`config.mk`:
```
export PLATFORM = sky130hd
export DESIGN_NAME = ppu_byte_tx
export DESIGN_NICKNAME = d
export VERILOG_FILES = /design/src/rtl/ppu_pkg.sv /design/src/rtl/ppu_tx_fifo.sv /design/src/rtl/ppu_byte_tx.sv
export SDC_FILE = /design/constraint.sdc
export NUM_CORES = 1
export LEC_CHECK = 0
export BUFFER_PORTS_ARGS = -buffer_cell sky130_fd_sc_hd__clkbuf_2
export CORE_ASPECT_RATIO = 1.4
export CORE_MARGIN = 2
export CORE_UTILIZATION = 55
export CTS_CLUSTER_DIAMETER = 120
export CTS_CLUSTER_SIZE = 12
export DETAILED_ROUTE_END_ITERATION = 8
export PLACE_DENSITY = 0.75
export SLEW_MARGIN = 20
export SYNTH_ARGS = -nofsm -noshare
export SYNTH_HDL_FRONTEND = slang
export SYNTH_HIERARCHICAL = 1
export SYNTH_SLANG_ARGS = --single-unit
```
`constraint.sdc`:
```
create_clock -name clk -period 3.7 [get_ports clk]
set_clock_uncertainty 0.15 [all_clocks]
set_input_delay 0.185 -clock clk [delete_from_list [all_inputs] [get_ports clk]]
set_output_delay 0.185 -clock clk [all_outputs]
set_load 0.05 [all_outputs]
```
`src/rtl/ppu_pkg.sv`:
```
// Shared PPU definitions: byte width, line geometry, transmit FSM and handshake phases.
package ppu_pkg;

  localparam int unsigned ByteW     = 8;
  localparam int unsigned LineBytes = 32;
  localparam int unsigned LineAw    = $clog2(LineBytes);

  typedef enum logic [1:0] {
    StIdle    = 2'd0,
    StStrobe  = 2'd1,
    StRelease = 2'd2
  } tx_state_e;

  // Four-phase handshake phases, encoded as {stb, ack}
  typedef enum logic [1:0] {
    PhIdle    = 2'b00,
    PhStrobe  = 2'b10,
    PhAck     = 2'b11,
    PhRelease = 2'b01
  } hs_phase_e;

endpackage

```
`src/rtl/ppu_tx_fifo.sv`:
```
// Transmit byte FIFO: registered pointers and occupancy, sticky overflow on write-while-full.
module ppu_tx_fifo
  import ppu_pkg::*;
#(
  parameter int unsigned FIFO_DEPTH = 8,
  parameter int unsigned FIFO_AW    = 3
) (
  input  logic               clk,
  input  logic               rst,
  input  logic               wr_en_i,
  input  logic [ByteW-1:0]   wr_data_i,
  input  logic               pop_i,
  input  logic               clr_overflow_i,
  output logic [ByteW-1:0]   head_o,
  output logic               full_o,
  output logic               empty_o,
  output logic [FIFO_AW:0]   level_o,
  output logic               overflow_o
);

  logic [ByteW-1:0] mem_q [FIFO_DEPTH];
  logic [FIFO_AW-1:0] wr_ptr_q, wr_ptr_d, rd_ptr_q, rd_ptr_d;
  logic [FIFO_AW:0]   count_q, count_d;
  logic               overflow_q, overflow_d;
  logic               push;

  // full is taken from the pre-edge count, so a concurrent pop never frees a slot
  assign full_o     = (count_q == (FIFO_AW + 1)'(FIFO_DEPTH));
  assign empty_o    = (count_q == '0);
  assign level_o    = count_q;
  assign overflow_o = overflow_q;
  assign head_o     = mem_q[rd_ptr_q];
  assign push       = wr_en_i && !full_o;

  // Next-state for pointers, occupancy and overflow flag
  always_comb begin
    wr_ptr_d   = wr_ptr_q;
    rd_ptr_d   = rd_ptr_q;
    count_d    = count_q;
    overflow_d = overflow_q;
    if (push) wr_ptr_d = wr_ptr_q + 1'b1;
    if (pop_i) rd_ptr_d = rd_ptr_q + 1'b1;
    unique case ({push, pop_i})
      2'b10:   count_d = count_q + 1'b1;
      2'b01:   count_d = count_q - 1'b1;
      default: count_d = count_q;
    endcase
    if (clr_overflow_i) begin
      overflow_d = 1'b0;
    end else if (wr_en_i && full_o) begin
      overflow_d = 1'b1;
    end
  end

  // Control state registers
  always_ff @(posedge clk or posedge rst) begin
    if (rst) begin
      wr_ptr_q   <= '0;
      rd_ptr_q   <= '0;
      count_q    <= '0;
      overflow_q <= 1'b0;
    end else begin
      wr_ptr_q   <= wr_ptr_d;
      rd_ptr_q   <= rd_ptr_d;
      count_q    <= count_d;
      overflow_q <= overflow_d;
    end
  end

  // Storage array; contents need no reset since occupancy gates every read
  always_ff @(posedge clk) begin
    if (push) mem_q[wr_ptr_q] <= wr_data_i;
  end

endmodule

```
`src/rtl/ppu_byte_tx.sv`:
```
// PPU byte transmitter: FIFO-fed stb/ack four-phase serializer with line position tracking.
// Optional ack timeout in STROBE is enabled by defining PPU_TX_TIMEOUT_EN.
module ppu_byte_tx
  import ppu_pkg::*;
#(
  parameter int unsigned FIFO_DEPTH     = 8,
  parameter int unsigned FIFO_AW        = 3,
  parameter int unsigned LINE_BYTES     = LineBytes,
  parameter int unsigned LINE_AW        = LineAw
`ifdef PPU_TX_TIMEOUT_EN
  ,
  parameter int unsigned TIMEOUT_CYCLES = 255
`endif
) (
  input  logic               clk,
  input  logic               rst,
  input  logic               sync,
  input  logic [ByteW-1:0]   wr_data,
  input  logic               wr_en,
  output logic               full,
  output logic               empty,
  output logic [FIFO_AW:0]   level,
  output logic               overflow,
  output logic [ByteW-1:0]   data_o,
  output logic               stb_o,
  input  logic               ack_o,
  output logic [LINE_AW-1:0] byte_idx,
  output logic               line_done,
  output logic               timeout
);

  tx_state_e          state_q, state_d;
  logic [ByteW-1:0]   data_q, data_d;
  logic               stb_q, stb_d;
  logic [LINE_AW-1:0] idx_q, idx_d;
  logic               line_done_q, line_done_d;
  logic [ByteW-1:0]   head;
  logic               pop;
  logic               acked;

`ifdef PPU_TX_TIMEOUT_EN
  localparam int unsigned ToW = $clog2(TIMEOUT_CYCLES + 1);
  logic [ToW-1:0] cnt_q, cnt_d;
  logic           timeout_q, timeout_d;
  assign timeout = timeout_q;
`else
  assign timeout = 1'b0;
`endif

  ppu_tx_fifo #(
    .FIFO_DEPTH (FIFO_DEPTH),
    .FIFO_AW    (FIFO_AW)
  ) u_fifo (
    .clk            (clk),
    .rst            (rst),
    .wr_en_i        (wr_en),
    .wr_data_i      (wr_data),
    .pop_i          (pop),
    .clr_overflow_i (sync),
    .head_o         (head),
    .full_o         (full),
    .empty_o        (empty),
    .level_o        (level),
    .overflow_o     (overflow)
  );

  assign data_o    = data_q;
  assign stb_o     = stb_q;
  assign byte_idx  = idx_q;
  assign line_done = line_done_q;

  // Handshake FSM next-state, line counter and sync realignment
  always_comb begin
    state_d     = state_q;
    data_d      = data_q;
    stb_d       = stb_q;
    idx_d       = idx_q;
    line_done_d = 1'b0;
    pop         = 1'b0;
    acked       = 1'b0;
`ifdef PPU_TX_TIMEOUT_EN
    cnt_d       = cnt_q;
    timeout_d   = timeout_q;
`endif
    unique case (state_q)
      StIdle: begin
        // A still-high ack belongs to the previous byte; do not start until it drops
        if (!empty && !ack_o) begin
          data_d  = head;
          stb_d   = 1'b1;
          pop     = 1'b1;
          state_d = StStrobe;
`ifdef PPU_TX_TIMEOUT_EN
          cnt_d   = '0;
`endif
        end
      end
      StStrobe: begin
        if (ack_o) begin
          stb_d   = 1'b0;
          acked   = 1'b1;
          state_d = StRelease;
`ifdef PPU_TX_TIMEOUT_EN
        end else if (cnt_q == ToW'(TIMEOUT_CYCLES - 1)) begin
          // Give up on this byte without advancing the line position
          stb_d     = 1'b0;
          timeout_d = 1'b1;
          state_d   = StRelease;
        end else begin
          cnt_d = cnt_q + 1'b1;
`endif
        end
      end
      StRelease: begin
        if (!ack_o) state_d = StIdle;
      end
      default: state_d = StIdle;
    endcase
    if (acked) begin
      idx_d       = idx_q + 1'b1;
      line_done_d = (idx_q == LINE_AW'(LINE_BYTES - 1));
    end
    // sync overrides a coincident ack: realign and suppress the line pulse
    if (sync) begin
      idx_d       = '0;
      line_done_d = 1'b0;
`ifdef PPU_TX_TIMEOUT_EN
      timeout_d   = 1'b0;
`endif
    end
  end

  // FSM and output registers; async reset drops stb_o immediately
  always_ff @(posedge clk or posedge rst) begin
    if (rst) begin
      state_q     <= StIdle;
      data_q      <= '0;
      stb_q       <= 1'b0;
      idx_q       <= '0;
      line_done_q <= 1'b0;
`ifdef PPU_TX_TIMEOUT_EN
      cnt_q       <= '0;
      timeout_q   <= 1'b0;
`endif
    end else begin
      state_q     <= state_d;
      data_q      <= data_d;
      stb_q       <= stb_d;
      idx_q       <= idx_d;
      line_done_q <= line_done_d;
`ifdef PPU_TX_TIMEOUT_EN
      cnt_q       <= cnt_d;
      timeout_q   <= timeout_d;
`endif
    end
  end

endmodule

```
== Word level (Yosys, flattened, before mapping) ==
Memory sizes are Yosys's and may differ from the RTL's. A register that Yosys moved wholly into a read port is not among the register bits.
Index checks and enable logic that the tools add are counted.

* Equality and inequality tests: 9
* Multiplexer cells: 20
* Reductions and logical operators: 15
* $add $sub $neg: 5

{| class="wikitable"
|+ Operator list
! operator !! number
|-
| 1-bit 2-to-1 mux || 12
|-
| 5-bit 2-to-1 mux || 2
|-
| 4-bit case mux with 2 select lines || 1
|-
| 2-bit nonzero test || 4
|-
| 3-bit by 1-bit adder with 3-bit output, second input constant || 2
|-
| 2-bit 2-to-1 mux || 3
|-
| 2-bit != test, second input constant || 3
|-
| 2-bit case mux with 3 select lines || 1
|-
| 3-bit AND reduction || 2
|-
| 5-bit by 1-bit adder with 5-bit output, second input constant || 1
|-
| 5-bit == test, second input constant || 1
|-
| 4-bit by 1-bit adder with 4-bit output, second input constant || 1
|-
| 2-bit by 1-bit == test with 1-bit output, second input constant || 2
|-
| 2-bit == test, second input constant || 2
|-
| 4-bit == test, second input constant || 1
|-
| 4-bit zero test || 1
|-
| 4-bit by 1-bit subtractor with 4-bit output, second input constant || 1
|-
| 1-bit logical AND || 3
|-
| 1-bit zero test || 3
|-
| 2-bit zero test || 1
|-
| 1-bit case mux with 2 select lines || 1
|-
| 2-bit AND reduction || 1
|}

* Word-level logic and storage cells: 58
* Register bits: 20
* Memories: 1
* Output and inout port bits: 23
* Bits in writable memories: 64
* Bits of input ports: 13

{| class="wikitable"
|+ Memories
! memory !! words !! width !! read ports !! clocked after Yosys merged registers in !! write ports !! RTL line !! text
|-
| u_fifo.mem_q || 8 || 8 || 1 || 1 || 1 || ppu_tx_fifo.sv:21 || <nowiki>logic [ByteW-1:0] mem_q [FIFO_DEPTH];</nowiki>
|}

== Longest topological paths before layout ==
* Depth in word-level cells: 7
* Mapped depth: 9
* Mapped depth without buffers: 8

== Hierarchy ==
The synthesis kept the hierarchy.

{| class="wikitable"
|+ By module, submodules not included
! module !! cells an instance !! area an instance (µm²) !! seq. area each (µm²) !! instances
|-
| ppu_tx_fifo || 158 || 3140.5 || 2197.1 || 1
|-
| ppu_byte_tx || 53 || 719.4 || 425.4 || 1
|}

== Worst setup path after synthesis ==
Ideal clock, no wire load.

* Path type: register -> register
* From: register u_fifo.count_q[1], in the netlist u_fifo/level_o[1]
* To: register u_fifo.count_q[3], in the netlist u_fifo/level_o[3]
* Cell stages (with the launch flop): 9
* Setup slack: -0.842 ns
* Buffers on the path: 2
* Period minus slack after synthesis: 4.542 ns
* Required time: 3.460 ns
* Library setup time: 0.090 ns
* Arrival time: 4.302 ns
* Cell sequence: dfrtp_1 -> buf_2 -> nor4_1 -> nor4_4 -> ha_1 -> buf_2 -> or4b_2 -> a21o_1 -> o221ai_1

* Cells in the longest elaborated chain, start to end: 7
* Elaborated cells on any way between the ends: 14
* Those cells by class: add/sub: 2; eq/ne: 3; mux: 3; reduce/logical: 6

{| class="wikitable"
|+ Ends and longest elaborated chain
! element !! RTL line !! text
|-
| from (decl) || ppu_tx_fifo.sv:23 || <nowiki>logic [FIFO_AW:0] count_q, count_d;</nowiki>
|-
| from (signal assigned) || ppu_tx_fifo.sv:65 || <nowiki>count_q <= count_d;</nowiki>
|-
| 4-bit zero test * || ppu_tx_fifo.sv:29 || <nowiki>assign empty_o = (count_q == '0);</nowiki>
|-
| net empty || ppu_byte_tx.sv:21 || <nowiki>output logic empty,</nowiki>
|-
| 1-bit zero test * || ppu_byte_tx.sv:88 || <nowiki>if (!empty && !ack_o) begin</nowiki>
|-
| 1-bit logical AND * || ppu_byte_tx.sv:88 ||
|-
| 1-bit 2-to-1 mux * || ppu_byte_tx.sv:88 ||
|-
| 1-bit 2-to-1 mux * || ppu_byte_tx.sv:85 || <nowiki>unique case (state_q)</nowiki>
|-
| net pop || ppu_byte_tx.sv:38 || <nowiki>logic pop;</nowiki>
|-
| 2-bit by 1-bit == test with 1-bit output or 2-bit == test (tied branches) || ppu_tx_fifo.sv:43 || <nowiki>unique case ({push, pop_i})</nowiki>
|-
| 4-bit case mux with 2 select lines or 2-bit nonzero test (tied branches) || n/a ||
|}

Mark *: on every way through the listed nets, which the timed path passes. The rest lies on a longest branch.
A chain may end at the register's enable or synchronous reset.

== Final worst setup path ==
* From: register u_fifo.count_q[1], in the netlist u_fifo/level_o[1]
* To: register u_fifo.count_q[3], in the netlist u_fifo/level_o[3]

* Cells in the longest elaborated chain, start to end: 7
* Elaborated cells on any way between the ends: 14
* Those cells by class: add/sub: 2; eq/ne: 3; mux: 3; reduce/logical: 6

{| class="wikitable"
|+ Ends and longest elaborated chain
! element !! RTL line
|-
| 4-bit zero test * || ppu_tx_fifo.sv:29
|-
| 1-bit zero test * || ppu_byte_tx.sv:88
|-
| 1-bit logical AND * || ppu_byte_tx.sv:88
|-
| 1-bit 2-to-1 mux * || ppu_byte_tx.sv:88
|-
| 1-bit 2-to-1 mux * || ppu_byte_tx.sv:85
|-
| net pop || ppu_byte_tx.sv:38
|-
| 2-bit by 1-bit == test with 1-bit output or 2-bit == test (tied branches) || ppu_tx_fifo.sv:43
|-
| 4-bit case mux with 2 select lines or 2-bit nonzero test (tied branches) || n/a
|}

Marked as above.

==> flow_summary.html <==
<table>
<tr><th>Metric</th><th>Value</th></tr>
<tr><th colspan="2">Outcome</th></tr>
<tr><td>Result of the run</td><td>finished, final reports clean</td></tr>
<tr><th colspan="2">Global route</th></tr>
<tr><td>Number of global-route vias before repair</td><td>1964</td></tr>
<tr><td>Total global routing overflow</td><td>0</td></tr>
<tr><td>Global-route usage over all layers</td><td>approximately a fifth</td></tr>
<tr><td>Initial antenna violation count</td><td>0</td></tr>
<tr><td>Pin count of the biggest net entering global routing</td><td>19</td></tr>
<tr><td>First-pass GRT wire length</td><td>10.2 mm</td></tr>
<tr><th colspan="2">Floorplan</th></tr>
<tr><td>Die area</td><td>around 7700 µm²</td></tr>
<tr><td>DIE HEIGHT</td><td>103 µm</td></tr>
<tr><td>Top-level port count</td><td>36</td></tr>
<tr><td>Num rows</td><td>36</td></tr>
<tr><td>Horizontal extent of the die</td><td>roughly 75 µm</td></tr>
<tr><td>Initial core utilization</td><td>between 50% and 60%</td></tr>
<tr><td>Core box area</td><td>between 6000 and 7000 µm²</td></tr>
<tr><th colspan="2">Routing</th></tr>
<tr><td>Final antenna-violating net count</td><td>0</td></tr>
<tr><td>Total number of vias</td><td>around 2000</td></tr>
<tr><td>DRC violations left</td><td>0</td></tr>
<tr><td>Iteration-0 DRC Markers</td><td>roughly 130</td></tr>
<tr><td>Sum of routed wire length over all layers</td><td>6.80 mm</td></tr>
<tr><td>Iteration count of the initial detailed-routing pass</td><td>4</td></tr>
<tr><td>Routed length per instance</td><td>between 15 and 20 µm</td></tr>
<tr><td>Via density per instance</td><td>5.49</td></tr>
<tr><th colspan="2">Setup path</th></tr>
<tr><td>Endpoint type of the worst setup path</td><td>register</td></tr>
<tr><td>Sequence of cells on the critical path</td><td>nor4_4, nor4_4, ha_1, or3b_1, a2111oi_1, o221ai_1</td></tr>
<tr><td>Type of the worst setup path</td><td>register to register</td></tr>
<tr><td>Crit path launch type</td><td>register</td></tr>
<tr><td>Required time reported for the critical path endpoint</td><td>between 3000 and 4000 ps</td></tr>
<tr><td>Worst Path Max Fanout</td><td>14</td></tr>
<tr><td>Arrival time of the worst setup path</td><td>between 3000 and 4000 ps</td></tr>
<tr><td>Most frequent cell on the critical path</td><td>nor4_4</td></tr>
<tr><td>Slowest cell on crit path</td><td>nor4_4</td></tr>
<tr><td>CP max stage delay</td><td>around 730 ps</td></tr>
<tr><th colspan="2">Cells and area</th></tr>
<tr><td>Most common library cell in the layout ignoring fill and taps</td><td>edfxtp_1</td></tr>
<tr><td>Number of inserted filler cells in the final layout</td><td>about 530</td></tr>
<tr><td>Leading cell types in the layout, fill and taps excluded</td><td>edfxtp_1, clkbuf_2, dfrtp_1</td></tr>
<tr><td>Proportion of layout cells with a drive suffix above 1</td><td>28.4%</td></tr>
<tr><td>Core utilization of the finished layout</td><td>between 60% and 70%</td></tr>
<tr><td>Layout-stage area growth over the synthesis result</td><td>15.5%</td></tr>
<tr><td>Multi-input combinational cell area</td><td>about 1200 µm²</td></tr>
<tr><td>Layout Nets</td><td>~280</td></tr>
<tr><td>Sequential cell area</td><td>between 2000 and 3000 µm²</td></tr>
<tr><td>Final cell count without fillers</td><td>about 360</td></tr>
<tr><td>Number of antenna cells inserted</td><td>0</td></tr>
<tr><th colspan="2">Timing</th></tr>
<tr><td>Final Hold Violating Endpoints</td><td>0</td></tr>
<tr><td>Final Max Slew Viols</td><td>0</td></tr>
<tr><td>Min Tclk post-route</td><td>between 3000 and 4000 ps</td></tr>
<tr><td>Setup repair after global routing missed its margin</td><td>false</td></tr>
<tr><td>Final count of negative-setup-slack endpoints</td><td>0</td></tr>
<tr><td>Period utilization</td><td>between 80% and 90%</td></tr>
<tr><td>Worst Tran Pin Value</td><td>1080 ps</td></tr>
<tr><td>Highest achievable clock rate</td><td>0.330 GHz</td></tr>
<tr><td>Total Negative Setup Slacks</td><td>0 ps</td></tr>
<tr><td>Worst max-slew margin expressed relative to the limit</td><td>about 28%</td></tr>
<tr><td>Final worst setup slack</td><td>~670 ps</td></tr>
<tr><th colspan="2">Worst hold path</th></tr>
<tr><td>Worst hold-check path type</td><td>input pin to asynchronous set/reset pin</td></tr>
<tr><th colspan="2">Yosys</th></tr>
<tr><td>Gate count after technology mapping</td><td>211</td></tr>
<tr><td>Area of the mapped netlist</td><td>slightly below 4000 µm²</td></tr>
<tr><td>Mean post-synth cell area</td><td>approximately 18 µm²</td></tr>
<tr><td>Number of nets in the synthesized netlist</td><td>around 230</td></tr>
<tr><td>Number of synthesized register bits</td><td>92</td></tr>
<tr><td>Cell variety after synth</td><td>44</td></tr>
<tr><td>Number of flops mapped to enable cells by yosys</td><td>64</td></tr>
<tr><td>Synth Flop Type</td><td>edfxtp_1</td></tr>
<tr><td>Area share of the largest cell type after synthesis</td><td>between 40% and 50%</td></tr>
<tr><td>Count of synthesis-stage warnings from yosys</td><td>6</td></tr>
<tr><td>Share of the yosys chip area belonging to registers</td><td>between 60% and 70%</td></tr>
<tr><td>Top cells by area, synth</td><td>edfxtp_1, dfrtp_1, mux4_1, mux2_2, ha_1</td></tr>
<tr><td>Share of async-settable or async-resettable flops after synthesis</td><td>between 30 and 40%</td></tr>
<tr><td>Cell type with the largest total area after synthesis</td><td>edfxtp_1</td></tr>
<tr><th colspan="2">Clock tree</th></tr>
<tr><td>Clock net sink count</td><td>just over 90</td></tr>
<tr><td>CTS Hold Buffers Added</td><td>12</td></tr>
<tr><td>Root buffer cell</td><td>clkbuf_8</td></tr>
<tr><td>Source-to-sink clock delay at the later pin of the worst-skew pair</td><td>roughly 370 ps</td></tr>
<tr><td>Max Buffers Root-to-Sink</td><td>2</td></tr>
<tr><td>CTS tree</td><td>done</td></tr>
<tr><td>Post-CTS setup buffer count</td><td>0</td></tr>
<tr><td>Clock-pin slew on the worst setup and hold paths</td><td>~100 ps</td></tr>
<tr><td>Post-CTS sizing</td><td>0</td></tr>
<tr><td>H-tree depth reported by CTS</td><td>3</td></tr>
<tr><td>Number of buffers created by CTS</td><td>9</td></tr>
<tr><th colspan="2">Power and ir drop</th></tr>
<tr><td>Cell-internal power</td><td>approximately 2.2 mW</td></tr>
<tr><td>P per Cell Area</td><td>774 nW/µm²</td></tr>
<tr><td>Clock group share of total power</td><td>21.5%</td></tr>
<tr><td>Leakage dissipation</td><td>1.72 nW</td></tr>
<tr><td>Switching power as a share of total power</td><td>around 36%</td></tr>
<tr><td>Total power after layout</td><td>between 3 and 4 mW</td></tr>
<tr><td>Net switching power figure</td><td>1.23 mW</td></tr>
<tr><td>Share of power burned in registers</td><td>46.1%</td></tr>
<tr><td>Gate power share</td><td>about a third</td></tr>
<tr><td>Maximum resistive drop on vdd</td><td>371 µV</td></tr>
<tr><th colspan="2">Placement</th></tr>
<tr><td>Cell total after placement</td><td>about 330</td></tr>
<tr><td>GPL Wtd Cong</td><td>0.777</td></tr>
<tr><td>Port Buf Inserts</td><td>34</td></tr>
<tr><td>DP HPWL</td><td>4.28 mm</td></tr>
<tr><td>Placement Setup Slack</td><td>712 ps</td></tr>
<tr><th colspan="2">Job</th></tr>
<tr><td>Number of maximum-capacitance violations</td><td>0</td></tr>
</table>
[cells by family (layout without fill, tap and decap cells)]
family / Yosys count / in the layout / synth area share [%]
AND/OR/NAND/NOR: 37 / 37 / 5.90
XOR/XNOR: 10 / 10 / 2.27
other: 1 / 1 / 0.0972
multiplexers: 38 / 38 / 17.2
AO/OA/AOI/OAI: 11 / 11 / 2.01
buffers and inverters: 15 / 68 / 2.30
flip-flops: 92 / 92 / 67.9
adder cells (fa/ha/maj): 7 / 7 / 2.27
[cells in the mapped netlist, types with 2 or more instances]
cell type  instances
a21o_1             2
xor2_1             5
nor2_1            12
dfrtp_1           28
buf_2              3
nand3_1            3
nor3_1             2
nand3b_1           3
nand2b_1           2
a21oi_1            3
mux2_2            19
nand2_1            2
mux4_1            16
edfxtp_1          64
inv_1              6
mux2i_1            3
xnor2_1            5
ha_1               7
[area by class of cell]
type                    instances  area share [%]
inverters                       6           0.505
repair buffers                 46            6.51
clock inverters                 4            1.18
flip-flops and latches         92            58.8
multi-input cells             104            26.3
clock buffers                  12            3.99
well taps                      95            2.67
[worst max-delay path, delay by kind of cell (launching register included)]
kind	cells	cell delay, ps
compound gates	2	590
flops	1	530
simple gates	3	1230
fa+ha+maj	1	380
[path summary, 6_finish.rpt]
check | cells past startpoint | slack (ps) | from | end
min in group clk | 1 | 340 | stb_o | stb_o
max | 6 | 670 | u_fifo/level_o[1] | u_fifo/level_o[3]
min reg2reg | 1 | 340 | stb_o | stb_o
max reg2reg | 6 | 670 | u_fifo/level_o[1] | u_fifo/level_o[3]
max in group asynchronous | 3 | 2690 | rst | state_q[0]
min | 3 | 210 | rst | u_fifo/rd_ptr_q[1]
[routing by layer]
layer	share of wire, %	track usage, %	routed length (µm)
met1	40	21.7	2710
met2	54	34.4	3670
met3	3.3	3.91	225
met4	2.9	10.4	197
met5	0	0	0
[power by group through the flow]
stage / Sequential, mW / Clock, mW / Combinational, mW
5_1_grt: 1.62 / 0.798 / 1.20
2_1_floorplan: 1.73 / 0 / 0.745
3_5_place_dp: 1.62 / 0 / 1.11
3_3_place_gp: 1.61 / 0 / 1.09
4_1_cts: 1.60 / 0.755 / 1.13
6_report: 1.59 / 0.741 / 1.12
[registers in the layout, indices dropped and copies added, names as in the netlist, 2 cells and up]
register         count
data_o               8
state_q              2
u_fifo/rd_ptr_q      3
u_fifo/level_o       4
byte_idx             5
u_fifo/wr_ptr_q      3
u_fifo/mem_q        64
[stage by stage]
| stage | area (µm²) | hold WS (ps) |
|---|---|---|
| final | 4460 | 206 |
| after global routing | 4460 | 272 |
| after CTS | 4460 | 216 |
| after detailed placement | 4110 | 72.5 |
| after global placement | 4110 | 53.3 |
| after floorplan | 3870 | -113 |
Note: power is estimated with default switching activity, not from simulation.
